`config.mk`:
```
export PLATFORM = sky130hd
export DESIGN_NAME = sram_controller
export DESIGN_NICKNAME = d
export VERILOG_FILES = /design/src/rtl/sram_controller.sv
export SDC_FILE = /design/constraint.sdc
export NUM_CORES = 1
export LEC_CHECK = 0
export CORE_ASPECT_RATIO = 0.9
export CORE_UTILIZATION = 47
export DETAILED_ROUTE_END_ITERATION = 10
export PLACE_DENSITY_LB_ADDON = 0.1
export REMOVE_ABC_BUFFERS = 1
export SLEW_MARGIN = 20
export SYNTH_ARGS = -nofsm -noshare
export SYNTH_HDL_FRONTEND = slang
export SYNTH_SLANG_ARGS = --single-unit
```
`constraint.sdc`:
```
create_clock -name clk -period 2.7 [get_ports clk]
set_input_delay 0.54 -clock clk [delete_from_list [all_inputs] [get_ports clk]]
set_output_delay 0.54 -clock clk [all_outputs]
set_load 0.05 [all_outputs]
```
`src/rtl/sram_controller.sv`:
```
// sram_controller: sequences 32-bit MEM-stage loads/stores onto a 16-bit
// asynchronous SRAM as two half-word phases (low, then high), each held for
// WAIT_CYCLES cycles. ready drops for the whole access so the pipeline freezes.
module sram_controller #(
    parameter int unsigned WAIT_CYCLES = 3,          // cycles per half-word phase, 1..15
    parameter logic [31:0] BASE_ADDR   = 32'd1024    // byte address of SRAM word 0
) (
    input  logic        clk,
    input  logic        rst,          // synchronous, active-low
    input  logic        rd_en,
    input  logic        wr_en,
    input  logic [31:0] address,
    input  logic [31:0] write_data,
    output logic [31:0] read_data,
    output logic        ready,
    output logic [17:0] sram_addr,
    output logic [15:0] sram_dq_out,
    input  logic [15:0] sram_dq_in,
    output logic        sram_dq_oe,
    output logic        sram_we_n
);

    typedef enum logic [1:0] {
        IDLE,
        LOW,
        HIGH,
        DONE
    } state_t;

    // Counter value on the final cycle of a phase.
    localparam logic [3:0] LAST_CNT = 4'(WAIT_CYCLES - 1);

    state_t      state_q,     state_d;
    logic [3:0]  cnt_q,       cnt_d;
    logic        op_wr_q,     op_wr_d;       // latched operation: 1 = write
    logic [16:0] widx_q,      widx_d;        // latched SRAM word index
    logic [15:0] wdata_hi_q,  wdata_hi_d;    // upper store half, driven in HIGH
    logic [15:0] rd_lo_q,     rd_lo_d;       // low read half, committed with the high half
    logic [31:0] read_data_q, read_data_d;
    logic [17:0] sram_addr_q, sram_addr_d;
    logic [15:0] dq_out_q,    dq_out_d;

    // Only bits [18:2] of the offset matter, and the low 19 bits of a
    // difference depend only on the low 19 bits of its operands.
    logic [18:0] off;
    logic [16:0] widx_in;
    logic        phase_end;

    assign off       = address[18:0] - BASE_ADDR[18:0];
    assign widx_in   = off[18:2];
    assign phase_end = (cnt_q == LAST_CNT);

    // Next-state, datapath updates and the combinational ready flag.
    always_comb begin
        // NOTE: every signal gets a default before the case so no path leaves one unassigned (no latches).
        state_d     = state_q;
        cnt_d       = cnt_q;
        op_wr_d     = op_wr_q;
        widx_d      = widx_q;
        wdata_hi_d  = wdata_hi_q;
        rd_lo_d     = rd_lo_q;
        read_data_d = read_data_q;
        sram_addr_d = sram_addr_q;
        dq_out_d    = dq_out_q;
        ready       = 1'b1;

        case (state_q)
            IDLE: begin
                if (rd_en || wr_en) begin
                    // Freeze the pipeline in the same cycle the request shows up.
                    ready       = 1'b0;
                    state_d     = LOW;
                    cnt_d       = 4'd0;
                    op_wr_d     = wr_en;            // write wins over a simultaneous read
                    widx_d      = widx_in;
                    wdata_hi_d  = write_data[31:16];
                    sram_addr_d = {widx_in, 1'b0};
                    dq_out_d    = write_data[15:0];
                end
            end
            LOW: begin
                ready = 1'b0;
                if (phase_end) begin
                    state_d     = HIGH;
                    cnt_d       = 4'd0;
                    sram_addr_d = {widx_q, 1'b1};
                    dq_out_d    = wdata_hi_q;
                    if (!op_wr_q) begin
                        rd_lo_d = sram_dq_in;
                    end
                end else begin
                    cnt_d = cnt_q + 4'd1;
                end
            end
            HIGH: begin
                ready = 1'b0;
                if (phase_end) begin
                    state_d = DONE;
                    cnt_d   = 4'd0;
                    if (!op_wr_q) begin
                        read_data_d = {sram_dq_in, rd_lo_q};
                    end
                end else begin
                    cnt_d = cnt_q + 4'd1;
                end
            end
            DONE: begin
                // Never relaunch here: the pipeline advances on this edge.
                state_d = IDLE;
            end
            default: begin
                state_d = IDLE;
            end
        endcase
    end

    // State and datapath registers with synchronous active-low reset.
    always_ff @(posedge clk) begin
        // NOTE: sequential state uses non-blocking assignments so every register samples pre-edge values.
        if (!rst) begin
            state_q     <= IDLE;
            cnt_q       <= 4'd0;
            op_wr_q     <= 1'b0;
            widx_q      <= '0;
            wdata_hi_q  <= '0;
            rd_lo_q     <= '0;
            read_data_q <= '0;
            sram_addr_q <= '0;
            dq_out_q    <= '0;
        end else begin
            state_q     <= state_d;
            cnt_q       <= cnt_d;
            op_wr_q     <= op_wr_d;
            widx_q      <= widx_d;
            wdata_hi_q  <= wdata_hi_d;
            rd_lo_q     <= rd_lo_d;
            read_data_q <= read_data_d;
            sram_addr_q <= sram_addr_d;
            dq_out_q    <= dq_out_d;
        end
    end

    // The bus is driven and written only while a write is in LOW or HIGH.
    assign sram_dq_oe  = op_wr_q && ((state_q == LOW) || (state_q == HIGH));
    assign sram_we_n   = ~sram_dq_oe;
    assign sram_addr   = sram_addr_q;
    assign sram_dq_out = dq_out_q;
    assign read_data   = read_data_q;

endmodule
```
==> results of run 1 <==
==> kinds of logic (layout without fill, tap and decap cells) <==
logic type | after synthesis | in the layout | share of synthesized area
XOR/XNOR | 5 | 5 | 0.00879
adder cells (fa/ha/maj) | 7 | 7 | 0.0176
multiplexers | 28 | 28 | 0.0563
flip-flops | 122 | 122 | 0.490
buffers and inverters | 49 | 187 | 0.0414
AND/OR/NAND/NOR | 241 | 241 | 0.201
AO/OA/AOI/OAI | 131 | 131 | 0.184
==> per-stage QoR <==
| step | cells | TNS (ns) | cell area, sq um | util | hold WS (ns) |
|---|---|---|---|---|---|
| final | 850 | 0 | 7020 | 0.682 | 0.445 |
| after floorplan | 542 | -37.64 | 4800 | - | 0.432 |
| after global placement | 820 | 0 | 6450 | 0.627 | 0.435 |
| after detailed placement | 820 | 0 | 6450 | 0.627 | 0.443 |
| after CTS | 850 | 0 | 7020 | 0.682 | 0.449 |
| after global routing | 850 | 0 | 7020 | 0.682 | 0.470 |
==> what timing repair did <==
action / CTS / global route
pin swaps: 0 / 0
setup endpoints to repair: 1 / 1
hold buffers: 0 / 0
gates resized for setup: 1 / 1
setup buffers: 0 / 0
==> state kept, by name, indices dropped and copies added, names as in the netlist <==
| register | count |
|---|---|
| cnt_q | 4 |
| op_wr_q | 1 |
| rd_lo_q | 16 |
| read_data | 32 |
| sram_addr | 18 |
| sram_dq_out | 16 |
| state_q | 2 |
| wdata_hi_q | 16 |
| widx_q | 17 |
==> cell usage after synthesis (8+ instances only) <==
cell | number | area [sq um]
a21oi_1 | 42 | 210
a21boi_0 | 36 | 270
nor2_1 | 39 | 146
o21ai_0 | 12 | 60.1
dfxtp_1 | 122 | 2440
a211oi_1 | 18 | 135
a211oi_2 | 8 | 100
nor3_1 | 8 | 40.0
clkbuf_1 | 30 | 113
mux2i_1 | 28 | 280
nand2_1 | 164 | 616
==> power by group through the flow <==
stage,registers (mW),clock network [mW],logic (mW)
after CTS,2.34,2.21,2.83
final,2.34,2.18,2.81
after global placement,2.35,0,2.77
after detailed placement,2.37,0,2.82
after floorplan,2.98,0,1.26
after global routing,2.38,2.31,3.02
==> final cells by class <==
cell class	count	area [sq um]
Inverter	8	30.0
Tap cell	129	161
Multi-Input combinational cell	412	2340
Fill cell	824	3270
Clock buffer	22	474
Sequential cell	122	2440
Clock inverter	8	95.1
Timing Repair Buffer	149	1480
==> metal layers <==
layer / track usage / part of all wire / wire length [um]
met4: 0.0841 / 0.0087 / 107
met2: 0.402 / 0.49 / 6010
met5: 0 / 0 / 0
met1: 0.285 / 0.46 / 5600
met3: 0.0670 / 0.043 / 525
==> worst paths after layout <==
kind	start	end	slack, ns	cells past startpoint
setup / recovery	state_q[0]	ready	0.19	6
setup reg to reg	cnt_q[1]	rd_lo_q[12]	0.54	5
hold / removal	rd_lo_q[7]	read_data[7]	0.45	2
hold reg to reg	rd_lo_q[7]	read_data[7]	0.45	2
==> worst max-delay path: cells and delay by family, from the launching register on <==
kind | cells | cell delay (ns)
fa+ha+maj | 1 | 0.32
buf+inv | 3 | 0.41
simple gates | 2 | 0.52
flops | 1 | 0.31
==> results.md, run 1 <==
* Die Y-Extent at 99.7 um
* Number of global-route vias before repair at 4313
* Slowest stage delay, CP at 0.35 ns
* Clock H-tree levels at 4
* Post-DP HPWL at 7790 um
* Switching Share at 0.371
* Starting density of the core at 0.484
* Fin crit share at 0.930
* Required @ worst endpoint at 2.16 ns
* Proportion of power drawn by the clock network at 0.298
* Register bit total from synthesis at 122
* Critical path class: reg -> out
* DR WL/cell at 14.4 um
* Setup slack after layout at 0.190 ns
* GRT overflow at 0
* Critical Path End Type: output port
* First-pass iteration count of the detailed router at 4
* Synth Instances at 583
* PwrDens at 1040 nW/um^2
* Vias per cell at 5.19
* Number of inserted diodes at 0
* Worst skew pair latency at 0.41 ns
* Setup Viol. Count Final at 0
* Netlist cell types at 43
* Layout net count at 801
* Synthesized area at 4980 sq um
* Die width at 111 um
* Layout cells sized above 1 at 0.0818
* Max_cap viols at 0
* Worst vdd ir at 0.748 mV
* F_max at 0.398 GHz
* Synthesis-to-layout area growth at 41.0%
* Most frequent cells in the layout: nand2_1 (164), clkdlybuf4s50_1 (133), dfxtp_1 (122), a21oi_1 (42), nor2_1 (39)
* Status: complete, no violations
* Sequential fraction of the synthesis area at 0.490
* CP max FO at 7
* Arr. time, crit path at 1.97 ns
* Final Hold Viols at 0
* Hold Path Class: reg -> reg
* EDFF count, synth at 0
* Worst setup SP type: flip-flop
* # DRC at 0
* TritonCTS Buffers at 17
* RSZ-0062 raised after global routing: false
* Clock Path Buffers at 2
* DRT iter0 DRCs at 194
* Avg Cell Area, Syn at 8.54 sq um
* Final Skew at 0.00873 ns
* Sequential share of power at 0.319
* First-pass GRT wire length at 20700 um
* GRT Overall Usage at 0.236
* # IOs at 153
* Most frequent cell on the critical path: inv_1
* RD Place Congestion at 0.803
* Yosys Warn Count at 0
* Core Rows at 35
* Max-slew violation count at 0
* Period minus WS final at 2.51 ns
* Core area at 10300 sq um
* Pre-CTS setup slack at 0.367 ns
* Slew @ Worst Pin at 0.684 ns
* CP Cell Sequence: inv_1 > ha_1 > nor3b_1 > nor2_1 > inv_1 > buf_12
* Ys async rst share at 0
* P_leak at 2.58 nW
* CTS tree: yes
* Reg clk slew, reported paths at 0.05 ns
* Slew HR at 0.544
* Switching power at 2.72 mW
* Sink Count at 122
* Synth Flop Type: dfxtp_1
* Pin count of the biggest net entering global routing at 60
* Most common cell after layout, fill and taps aside: nand2_1
* Vias post-DR at 4408
* Slowest library cell on the worst path: nor3b_1
* Initial antenna violation count at 0
* Comb pwr share at 0.384
* I/O Buffers at 137
* Final Power at 7.32 mW
* Root Driver: clkbuf_16
* Final ANT Viol Nets at 0
* P_int at 4.61 mW
* Total wire length at 12200 um
* Die area at 11000 sq um
No activity file was read; power rests on OpenSTA's default activity.
==> inputs of run 2 (changes only) <==
--- a/config.mk
+++ b/config.mk
@@ -6,10 +6,10 @@
 export NUM_CORES = 1
 export LEC_CHECK = 0
 export CORE_ASPECT_RATIO = 0.9
-export CORE_UTILIZATION = 47
+export CORE_UTILIZATION = 48
+export CTS_BUF_LIST = sky130_fd_sc_hd__clkbuf_2
 export DETAILED_ROUTE_END_ITERATION = 10
 export PLACE_DENSITY_LB_ADDON = 0.1
-export REMOVE_ABC_BUFFERS = 1
 export SLEW_MARGIN = 20
 export SYNTH_ARGS = -nofsm -noshare
 export SYNTH_HDL_FRONTEND = slang
==> run 2 against run 1 <==
  * Fmax is 0.90% higher
  * Register-to-register slack hardly changed
  * Cell area is 4.7% lower
  * Power is 15% lower
  * Cell count stayed put
  * Hold slack worse by 0.24 ns
  * Non-clock buffer count is 2 higher
  * Combinational power is 2% higher
  * Critical path type unchanged
==> results.md, run 2 (synthesized netlist as in run 1, its figures left out) <==
* Status: complete, no violations
* Starting density of the core at 0.505
* TritonCTS Buffers at 17
* Worst setup SP type: flip-flop
* Most frequent cell on the critical path: inv_1
* Core Rows at 34
* Vias per cell at 5.22
* Layout net count at 803
* Number of inserted diodes at 0
* Worst skew pair latency at 0.66 ns
* Most frequent cells in the layout: nand2_1 (164), clkdlybuf4s50_1 (133), dfxtp_1 (121), a21oi_1 (42), nor2_1 (37)
* Most common cell after layout, fill and taps aside: nand2_1
* Vias post-DR at 4436
* Critical Path End Type: output port
* CTS tree: yes
* RR Endpoint: sram_addr[14]
* Hold depth at 3
* # hold bufs at CTS at 0
* Clock H-tree levels at 4
* First-pass iteration count of the detailed router at 4
* Hold Path Class: in -> reg
* Core area at 9870 sq um
* Max reg flops at 32
* P_leak at 2.42 nW
* Layout cells sized above 1 at 0.0967
* Slew @ Worst Pin at 0.755 ns
* Required @ worst endpoint at 2.16 ns
* Reg-to-reg startpoint: state_q[0]
* Worst r2r path cells at 9
* Number of global-route vias before repair at 4219
* Final Skew at 0.0519 ns
* Slowest library cell on the worst path: dfxtp_2
* Sink Count at 122
* Slowest stage delay, CP at 0.36 ns
* Buffers & Inverters on Critical Path at 3
* Final Power at 6.25 mW
* DRT iter0 DRCs at 181
* CP max FO at 7
* Worst vdd ir at 1.02 mV
* Post-DP HPWL at 8050 um
* RSZ-0062 raised after global routing: false
* Die width at 109 um
* Die Y-Extent at 98.6 um
* Origin of the worst setup path: state_q[0]
* Final TNS setup at 0 ns
* Clock Path Buffers at 2
* Initial antenna violation count at 0
* CP top delay family: buffers and inverters
* PwrDens at 935 nW/um^2
* I/O Buffers at 137
* Reg2Reg Setup Slack at 0.55 ns
* Reg clk slew, reported paths at 0.22 ns
* Slew HR at 0.497
* Setup Viol. Count Final at 0
* Root Driver: clkbuf_2
* Final Hold Viols at 0
* Hold EP: widx_q[6]
* RD Place Congestion at 0.761
* Pin count of the biggest net entering global routing at 64
* GRT overflow at 0
* Max-slew violation count at 0
* # DRC at 0
* Fin crit share at 0.921
* Total wire length at 12300 um
* Final ANT Viol Nets at 0
* Die area at 10800 sq um
* HP Start: rst
* Synthesized net count at 674
* F_max at 0.402 GHz
* Period minus WS final at 2.49 ns
* Arr. time, crit path at 1.95 ns
* CP Cell Sequence: inv_1 > ha_4 > nor3b_4 > nor2_2 > inv_1 > buf_12
* First-pass GRT wire length at 19700 um
* Critical path class: reg -> out
* Synthesis-to-layout area growth at 34.3%
* Max_cap viols at 0
* # IOs at 153
* DR WL/cell at 14.5 um
* GRT Overall Usage at 0.235
## run 2: cell count changes in the layout (fill, tap and decap cells not counted), moves of 2 or more
cell	delta
clkbuf_1	-2
clkbuf_8	-3
clkbuf_16	-17
inv_6	+3
clkinvlp_4	+4
nor2_1	-2
clkbuf_2	+19
buf_4	+2
nor2_2	+2
clkinv_2	-2
## run 2: what timing repair did
item                       4_1_cts  5_1_grt
setup endpoints to repair        3        3
resized for setup                6        7
pin swaps                        0        1
setup buffers                    0        3
## run 2: through the flow
step                      cell area [sq um]  instances  worst slack, ns  hold slack [ns]   util
after floorplan                        4980        583            0.489            0.432      -
after global placement                 6440        816            0.308            0.436  0.653
after detailed placement               6440        816            0.264            0.445  0.653
after CTS                              6660        847          0.00318            0.162  0.675
after global routing                   6690        850           0.0183            0.135  0.678
final                                  6690        850            0.212            0.209  0.678
## run 2: area by class of cell
cell class	instances	area (sq um)
Timing Repair Buffer	151	1480
Sequential cell	122	2440
Multi-Input combinational cell	412	2370
Tap cell	126	158
Inverter	8	30.0
Clock buffer	17	85.1
Fill cell	846	3180
Clock inverter	14	124
## run 2: worst reg2reg max path, stage by stage (launching register included)
cell and delay [ns]:
dfxtp_2 0.37, inv_1 0.10, ha_4 0.21, nor3b_4 0.16
buf_4 0.14, buf_4 0.13, a211oi_4 0.19, buf_12 0.30
nand2_1 0.16, o32ai_1 0.31
## run 2: per-layer routing
layer  global-route usage  share of wire
met1                0.283           0.43
met2                0.386           0.49
met3               0.0959          0.073
met4               0.0646          0.011
met5                    0              0
## run 2: worst max path at each step
stage | depth (start not counted) | end | slack, ns
after floorplan | 5 | ready | 0.49
after CTS | 4 | sram_we_n | 0.003
after detailed placement | 5 | ready | 0.26
after global placement | 5 | ready | 0.31
final | 6 | ready | 0.21
after global routing | 6 | ready | 0.02
## run 2: where the power goes
part / internal [mW] / switching (mW)
clock: 0.326 / 0.713
combinational: 1.07 / 1.81
sequential: 2.15 / 0.183
total: 3.55 / 2.70
==> inputs of run 3 (changes only) <==
--- a/config.mk
+++ b/config.mk
@@ -9,6 +9,7 @@
 export CORE_UTILIZATION = 48
 export CTS_BUF_LIST = sky130_fd_sc_hd__clkbuf_2
 export DETAILED_ROUTE_END_ITERATION = 10
+export GPL_ROUTABILITY_DRIVEN = 0
 export PLACE_DENSITY_LB_ADDON = 0.1
 export SLEW_MARGIN = 20
 export SYNTH_ARGS = -nofsm -noshare
==> results of run 3 <==
No change in the layout: final DEF, timing and power equal those of run 2.
